[src/rtl/text_render_hl.sv]
// ============================================================================
// Module : text_render_hl
// Text-mode LCD pixel renderer: scans the raster, fetches glyph rows and
// drives RGB with a cursor-cell highlight (inverse, colour, blink-inverse).
// Rev    : 1.0  initial release
// ============================================================================
`default_nettype none

module text_render_hl #(
    parameter int          H_ACTIVE     = 480,
    parameter int          V_ACTIVE     = 272,
    parameter int          GLYPH_W      = 8,
    parameter int          GLYPH_H      = 16,
    parameter int          COLOR_W      = 8,
    parameter int          MEM_LAT      = 2,
    parameter int          BLINK_FRAMES = 30,
    parameter logic [23:0] HL_COLOR     = 24'hFFFF00,
    localparam int         COLS         = H_ACTIVE / GLYPH_W,
    localparam int         ROWS         = V_ACTIVE / GLYPH_H,
    localparam int         XW           = $clog2(H_ACTIVE),
    localparam int         YW           = $clog2(V_ACTIVE),
    localparam int         CW           = $clog2(COLS),
    localparam int         RW           = $clog2(ROWS + 1),
    localparam int         GRW          = $clog2(GLYPH_H)
) (
    input  logic                 clk,
    input  logic                 rst,
    input  logic                 en,
    input  logic                 valid_region,
    input  logic                 v_blank,
    input  logic [CW-1:0]        cursor_x,
    input  logic [RW-1:0]        cursor_y,
    input  logic [1:0]           mode,
    input  logic [3*COLOR_W-1:0] fg_rgb,
    input  logic [3*COLOR_W-1:0] bg_rgb,
    output logic [CW+RW-1:0]     char_addr,
    output logic [GRW-1:0]       glyph_row,
    input  logic [GLYPH_W-1:0]   glyph_bits,
    output logic [COLOR_W-1:0]   value_red,
    output logic [COLOR_W-1:0]   value_green,
    output logic [COLOR_W-1:0]   value_blue,
    output logic                 pix_valid,
    output logic [XW-1:0]        x_pos,
    output logic [YW-1:0]        y_pos
);

    localparam int GWB  = $clog2(GLYPH_W);
    localparam int GHB  = $clog2(GLYPH_H);
    localparam int FCW  = $clog2(BLINK_FRAMES + 1);
    localparam int RGBW = 3 * COLOR_W;

    // Highlight colour channels live in the top COLOR_W bits of each byte.
    localparam logic [RGBW-1:0] HL_RGB = {HL_COLOR[23 -: COLOR_W],
                                          HL_COLOR[15 -: COLOR_W],
                                          HL_COLOR[7  -: COLOR_W]};

    typedef struct packed {
        logic            valid;
        logic            active;
        logic            hl;
        logic [1:0]      md;
        logic [GWB-1:0]  bidx;
        logic [RGBW-1:0] fg;
        logic [RGBW-1:0] bg;
    } side_t;

    logic [XW-1:0]     x_q, x_d;
    logic [YW-1:0]     y_q, y_d;
    logic              vb_q;
    logic [FCW-1:0]    fc_q, fc_d;
    logic              blink_q, blink_d;
    logic [CW+RW-1:0]  ca_q;
    logic [GRW-1:0]    gr_q;
    side_t             side_q [0:MEM_LAT];
    side_t             side_d;
    logic [RGBW-1:0]   rgb_q, rgb_d;
    logic              pv_q, pv_d;

    logic              vb_rise;
    logic [CW-1:0]     cell_col;
    logic [RW-1:0]     cell_row;
    logic              hit;
    side_t             last;
    logic              pbit;
    logic              col_hl;
    logic              qbit;

    always_comb begin
        vb_rise = v_blank & ~vb_q;
        x_d     = x_q;
        y_d     = y_q;
        fc_d    = fc_q;
        blink_d = blink_q;
        if (vb_rise) begin
            x_d = '0;
            y_d = '0;
            if (fc_q == FCW'(BLINK_FRAMES - 1)) begin
                fc_d    = '0;
                blink_d = ~blink_q;
            end else begin
                fc_d = fc_q + 1'b1;
            end
        end else if (valid_region) begin
            if (x_q == XW'(H_ACTIVE - 1)) begin
                x_d = '0;
                y_d = (y_q == YW'(V_ACTIVE - 1)) ? '0 : y_q + 1'b1;
            end else begin
                x_d = x_q + 1'b1;
            end
        end
    end

    // Stage 0 of the side pipeline: everything the colour stage needs is
    // captured alongside the address so in-flight pixels ignore later changes.
    always_comb begin
        cell_col      = CW'(x_q >> GWB);
        cell_row      = RW'(y_q >> GHB);
        hit           = (cell_col == cursor_x) && (cell_row == cursor_y);
        side_d        = '0;
        side_d.valid  = valid_region & en;
        side_d.active = valid_region;
        side_d.hl     = hit & ((mode == 2'd1) | (mode == 2'd2) |
                               ((mode == 2'd3) & blink_q));
        side_d.md     = mode;
        side_d.bidx   = x_q[GWB-1:0];
        side_d.fg     = fg_rgb;
        side_d.bg     = bg_rgb;
    end

    always_comb begin
        last   = side_q[MEM_LAT];
        pbit   = glyph_bits[GWB'(GLYPH_W - 1) - last.bidx];
        col_hl = last.hl & (last.md == 2'd2);
        qbit   = pbit ^ (last.hl & (last.md != 2'd2));
        rgb_d  = '0;
        pv_d   = last.active;
        if (last.valid) begin
            if (col_hl) begin
                rgb_d = pbit ? HL_RGB : last.bg;
            end else begin
                rgb_d = qbit ? last.fg : last.bg;
            end
        end
    end

    always_ff @(posedge clk) begin
        if (rst) begin
            x_q     <= '0;
            y_q     <= '0;
            vb_q    <= 1'b0;
            fc_q    <= '0;
            blink_q <= 1'b0;
            ca_q    <= '0;
            gr_q    <= '0;
            rgb_q   <= '0;
            pv_q    <= 1'b0;
            for (int i = 0; i <= MEM_LAT; i++) begin
                side_q[i] <= '0;
            end
        end else begin
            x_q       <= x_d;
            y_q       <= y_d;
            vb_q      <= v_blank;
            fc_q      <= fc_d;
            blink_q   <= blink_d;
            ca_q      <= {cell_row, cell_col};
            gr_q      <= y_q[GHB-1:0];
            rgb_q     <= rgb_d;
            pv_q      <= pv_d;
            side_q[0] <= side_d;
            for (int i = 1; i <= MEM_LAT; i++) begin
                side_q[i] <= side_q[i-1];
            end
        end
    end

    assign x_pos       = x_q;
    assign y_pos       = y_q;
    assign char_addr   = ca_q;
    assign glyph_row   = gr_q;
    assign value_red   = rgb_q[RGBW-1 -: COLOR_W];
    assign value_green = rgb_q[2*COLOR_W-1 -: COLOR_W];
    assign value_blue  = rgb_q[COLOR_W-1:0];
    assign pix_valid   = pv_q;

endmodule

`default_nettype wire
[config.mk]
export PLATFORM = sky130hd
export DESIGN_NAME = text_render_hl
export DESIGN_NICKNAME = d
export VERILOG_FILES = /design/src/rtl/text_render_hl.sv
export SDC_FILE = /design/constraint.sdc
export NUM_CORES = 1
export LEC_CHECK = 0
export ABC_AREA = 1
export CAP_MARGIN = 15
export CORE_ASPECT_RATIO = 0.7
export CORE_UTILIZATION = 30
export DETAILED_ROUTE_END_ITERATION = 10
export GPL_TIMING_DRIVEN = 0
export PLACE_DENSITY_LB_ADDON = 0.12
export SYNTH_ARGS = -nofsm -noshare
export SYNTH_HDL_FRONTEND = slang
export SYNTH_SLANG_ARGS = --single-unit
[constraint.sdc]
create_clock -name clk -period 2.5 [get_ports clk]
set_input_delay 0.5 -clock clk [delete_from_list [all_inputs] [get_ports clk]]
set_output_delay 0.5 -clock clk [all_outputs]
set_load 0.03 [all_outputs]
Yosys cells after proc, flatten, opt, wreduce, memory -nomap -nowiden
Memory sizes are Yosys's and may differ from the RTL's.
Index checks and enable logic that the tools add are counted.
W data, S select, Z words.
{"block": "totals", "register_bits": 65, "latch_bits": 0, "ramBits": 168, "romBits": 0, "in_bits": 74, "output_inout_bits": 58, "wordCells": 59, "mem_count": 1}
{"name": "side_q", "words": 3, "width": 56, "rd": 3, "rd_clocked_by_memory_dff": 0, "wr": 3, "line": "74", "rtl": "side_t side_q [0:MEM_LAT];"}
{"block": "op_classes", "n_addsub": 4, "multipliers": 0, "div": 0, "order_cmp": 1, "eq_ne": 10, "n_shift": 0, "muxes": 14, "bitwise_logic": 15, "n_reduce_logical": 5}
{"op": "$mux W56", "n": 3}
{"op": "$mux W24", "n": 3}
{"op": "$add A9 B1 Y9 const B", "n": 2}
{"op": "$eq A9 B9 Y1 const B", "n": 2}
{"op": "$mux W9", "n": 2}
{"op": "$and A1 B1 Y1", "n": 6}
{"op": "$eq A2 B2 Y1 const B", "n": 3}
{"op": "$eq A6 B6 Y1", "n": 1}
{"op": "$add A5 B1 Y5 const B", "n": 1}
{"op": "$eq A5 B5 Y1", "n": 1}
{"op": "$eq A5 B5 Y1 const B", "n": 1}
{"op": "$mux W5", "n": 1}
{"op": "$or A1 B1 Y1", "n": 5}
{"op": "$lt A3 B4 Y1 const B", "n": 1}
{"op": "$mux W1", "n": 4}
{"op": "$reduce_and A2 Y1", "n": 2}
{"op": "$reduce_or A2 Y1", "n": 2}
{"op": "$bmux W1 S3", "n": 1}
{"op": "$not A1 Y1", "n": 3}
{"op": "$sub A3 B3 Y3 const A", "n": 1}
{"op": "$eq A2 B1 Y1 const B", "n": 1}
{"op": "$ne A2 B2 Y1 const B", "n": 1}
{"op": "$logic_and A1 B1 Y1", "n": 1}
{"op": "$xor A1 B1 Y1", "n": 1}

Longest topological paths before layout
{"block": "logic_depth", "ltp_word": 6, "ltp_mapped": 11, "depth_no_buf": 10}

Worst setup path after synthesis
Ideal clock, no wire load.
{"block": "synth_path", "kind": "reg-to-reg", "from": "register y_q[1], in the netlist y_pos[1]", "to": "register y_q[8], in the netlist y_pos[8]", "setup_time_ns": 0.118, "t_arrival_ns": 1.473, "required_time_ns": 2.382, "setup_slack_ns": 0.909, "path_stages_with_launch": 8, "n_path_buf": 0, "period_less_slack_ns": 1.591, "cell_sequence": "dfxtp_1 -> ha_1 -> inv_1 -> nor2_1 -> nand4_1 -> or2_2 -> nand4_1 -> a21oi_1"}
{"block": "synth_via", "elab_chain_len": 2, "word_cells_on_any_way": 3, "classes_between": "add/sub: 1; eq/ne: 1; mux: 1"}
{"item": "start: declaration", "line": "68", "rtl": "logic [YW-1:0] y_q, y_d;"}
{"item": "start signal: assignment", "line": "162", "rtl": "y_q <= y_d;"}
{"item": "$add A9 B1 Y9 / $eq A9 B9 Y1 (equally long branches)", "line": "106", "rtl": "y_d = (y_q == YW'(V_ACTIVE - 1)) ? '0 : y_q + 1'b1;"}
{"item": "$mux W9 (*)", "line": "106"}
Mark *: on every way between the ends. The rest lies on a longest branch, timed or not.
A chain may end at the register's enable or synchronous reset.

Worst setup path in the final report
{"block": "layout_path", "from": "register x_q[2], in the netlist x_pos[2]", "to": "output port x_pos[2]"}
{"item": "start: declaration", "line": "67", "rtl": "logic [XW-1:0] x_q, x_d;"}
{"item": "start signal: assignment", "line": "148", "rtl": "x_q <= '0;"}
{"item": "start signal: assignment", "line": "161", "rtl": "x_q <= x_d;"}
{"item": "end: declaration", "line": "43", "rtl": "output logic [XW-1:0] x_pos,"}
No word-level cell between the ends.

==> summary.md <==
| Metric | Value |
|---|---|
| Hold Slack | `0.398 ns` |
| Total CTS buffers | `23` |
| H-Tree Depth | `1` |
| FF+latch area | `between 4000 and 5000 µm²` |
| Critical Path Sink Type | `primary output` |
| CP max stage cell | `clkdlybuf4s50_1` |
| Leak pwr | `approximately 4.7 nW` |
| Clk_lat worst skew | `0.50 ns` |
| Initial antenna violation count | `0` |
| Data arrival time of the worst path | `1.72 ns` |
| TritonCTS Sinks | `between 200 and 250` |
| GP Congestion | `between 0.7 and 0.8` |
| Gates resized, CTS repair | `0` |
| Crit-path max FO | `6` |
| Drt first pass iters | `4` |
| Worst vdd rail ir drop | `roughly 430 µV` |
| Die Y | `about 140 µm` |
| Syn-to-layout area delta | `31.0%` |
| Port Buffers | `130` |
| HP Class | `flip-flop to flip-flop` |
| Max_slew headroom | `between 50% and 60%` |
| CP startpoint kind | `flip-flop` |
| FF-to-FF path depth | `8` |
| Crit-path max cell delay | `0.66 ns` |
| DR WL/cell | `11.8 µm` |
| First-pass GRT wire length | `28.9 mm` |
| Fraction of layout cells with a size suffix above 1 | `between 6 and 7%` |
| CP Data Required Time | `2.00 ns` |
| DRC viols | `0` |
| Reg2Reg Capture Point | `y_pos[6]` |
| Reg2Reg Launch Point | `x_pos[1]` |
| CTS clk-pin slew, worst paths | `approximately 0.07 ns` |
| Final Max Tran Viols | `0` |
| GRT Util Overall | `a little over an eighth` |
| Top post-synthesis cells by area | `dfxtp_1, inv_1, nor2_1, nand3_1, nand2_1` |
| Vias in the first global route | `between 5000 and 6000` |
| Synth top area share | `roughly three fifths` |
| Drt total wl | `17.8 mm` |
| Worst-Margin Slew | `around 0.67 ns` |
| Final setup viols | `0` |
| Initial Util | `about 31%` |
| Critical path type | `flip-flop to primary output` |
| Post-Synthesis Cells | `~1000` |
| Worst hold stages | `2` |
| Pwr/cell area | `722 nW/µm²` |
| Multi-input gate area | `~2200 µm²` |
| Post-DP HPWL | `roughly 13 mm` |
| Post-synthesis cell type count | `36` |
| Vias/cell | `a little under 4` |
| Crit-path cells | `buf_4, clkdlybuf4s50_1` |
| Nets@finish | `approximately 1200` |
| Post-Layout Inst Area | `10500 µm²` |
| Synth Area per Inst | `between 8 and 9 µm²` |
| I/O Pins | `between 100 and 150` |
| Max cap viols | `0` |
| Synth Net Count | `~1100` |
| Largest net degree at the start of global routing | `15` |
| Hold buffer count at cts | `0` |
| Power Total | `7.55 mW` |
| Max frequency | `approximately 450 MHz` |
| CTS tree | `built` |
| Status | `completed` |
| RSZ-0062 raised after global routing | `no` |
| Total congestion overflow | `0` |
| Setup TNS Final | `0 ns` |
| Post-DP Area | `approximately 10000 µm²` |
| Vias | `~5900` |
| Total die area | `roughly 27000 µm²` |
| Diodes inserted | `0` |
| Fin crit period | `about 2.2 ns` |
| Clock Skews | `~0.015 ns` |
| Postcts setup bufs | `0` |
| R2r setup slk | `0.67 ns` |
| Fill count | `~2700` |
| # rows | `49` |
| Top cell type by total area after synthesis | `dfxtp_1` |
| Post-synthesis register bit count | `233` |
| Antenna viol nets, final | `0` |
| Max clock buf depth | `3` |
| Clk root buf | `clkbuf_16` |
| YS warnings | `0` |
| Tcrit/Tclk final | `just under 90%` |
| Min-Delay Endpoint | `side_q[0][117]` |
| Register area share after synthesis | `58.4%` |
| Min-delay src | `side_q[0][61]` |
| Synth Cell Area | `approximately 8000 µm²` |
| Core Area | `25900 µm²` |
| Number of hold violations in the final report | `0` |
| Initial DRC Count | `around 230` |
| Die W | `between 150 and 200 µm` |
-- kinds of logic after synthesis --
group                    after synthesis  share of synthesized area [%]
flip-flops                           233                           58.4
adder cells (fa/ha/maj)                5                          0.783
AO/OA/AOI/OAI                         54                           3.62
buffers and inverters                283                           13.8
AND/OR/NAND/NOR                      399                           22.2
XOR/XNOR                              11                           1.21
-- per-layer routing --
metal / wire [µm] / share of wire, % / global-route usage (%)
met1: 9910 / 56 / 20.8
met2: 6730 / 38 / 18.6
met3: 856 / 4.8 / 2.46
met4: 321 / 1.8 / 3.10
met5: 0 / 0 / 0
-- report_power, final --
group          internal [mW]  switching [mW]  leakage, nW
clock                   1.92            1.38        0.364
combinational          0.186           0.208         2.45
sequential              3.82          0.0329         1.90
total                   5.92            1.63         4.72
-- critical path, delay by kind of cell (launching register included) --
kind	cells	cell delay, ns
buf+inv	2	0.80
flops	1	0.42
-- cell usage in the layout (no fill, tap or decap), types with 2 or more instances in the layout --
cell type	instances
clkbuf_8	8
ha_1	5
nor3_2	2
nor4_1	2
nand3_1	62
a31oi_1	2
clkinv_2	4
nor2_2	2
inv_1	246
inv_2	5
nand2_4	3
xnor2_1	4
buf_1	5
clkbuf_1	22
o21ai_1	10
o21ai_0	25
buf_4	4
nand3_2	7
nand2_2	5
clkbuf_16	23
buf_6	3
nor3b_1	2
nand4_1	6
xor2_1	7
nand3_4	3
clkdlybuf4s50_1	130
nand2_1	65
nor2_1	226
a21oi_1	12
dfxtp_1	233
nor3_1	11
-- final cells by class --
cell class                      count  area share [%]
Timing Repair Buffer              130            12.4
Sequential cell                   233            44.6
Clock inverter                      5           0.275
Tap cell                          357            4.27
Multi-Input combinational cell    469            21.3
Inverter                          251            9.00
Buffer                             32            1.52
Clock buffer                       34            6.66
-- Yosys cell counts --
| library cell | number |
|---|---|
| o21ai_1 | 10 |
| nand2_2 | 5 |
| buf_2 | 1 |
| nor3_4 | 1 |
| a2111oi_0 | 1 |
| a41oi_1 | 1 |
| xnor2_1 | 4 |
| buf_1 | 5 |
| ha_1 | 5 |
| a221oi_1 | 1 |
| a21oi_1 | 12 |
| xor2_1 | 7 |
| o21ai_2 | 1 |
| o21ai_0 | 25 |
| o22ai_1 | 1 |
| nand3_4 | 3 |
| nor2_4 | 1 |
| buf_6 | 3 |
| clkbuf_1 | 19 |
| inv_2 | 5 |
| buf_4 | 4 |
| nand2_4 | 3 |
| nor3_2 | 2 |
| a31oi_1 | 2 |
| dfxtp_1 | 233 |
| inv_1 | 246 |
| nor2_1 | 226 |
| nor4_1 | 2 |
| nand3_1 | 62 |
| nor2_2 | 2 |
| nand2_1 | 65 |
| nand3_2 | 7 |
| nor3_1 | 11 |
| nand4_1 | 6 |
| or2_2 | 1 |
| nor3b_1 | 2 |
-- through the flow --
stage / util [%] / std cells / setup WS [ns]
2_1_floorplan: - / 985 / 0.909
3_3_place_gp: 37.6 / 1472 / 0.0845
3_5_place_dp: 37.6 / 1472 / 0.0888
4_1_cts: 40.3 / 1511 / 0.246
5_1_grt: 40.3 / 1511 / 0.197
6_report: 40.3 / 1511 / 0.284
-- registers in the layout, indices dropped and copies added, names as in the netlist --
register / cells
fc_q: 5
blink_q: 1
pix_valid: 1
y_pos: 9
side_q: 168
x_pos: 9
glyph_row: 4
vb_q: 1
char_addr: 11
rgb_q: 24
-- worst max-delay path by stage --
stage                 start       end  cells past startpoint
2_1_floorplan      y_pos[1]  y_pos[8]                      7
3_3_place_gp        v_blank  y_pos[6]                      8
3_5_place_dp   valid_region  y_pos[6]                      8
4_1_cts            x_pos[2]  x_pos[2]                      2
5_1_grt            x_pos[2]  x_pos[2]                      2
6_report           x_pos[2]  x_pos[2]                      2
No activity file was read; power rests on OpenSTA's default activity.
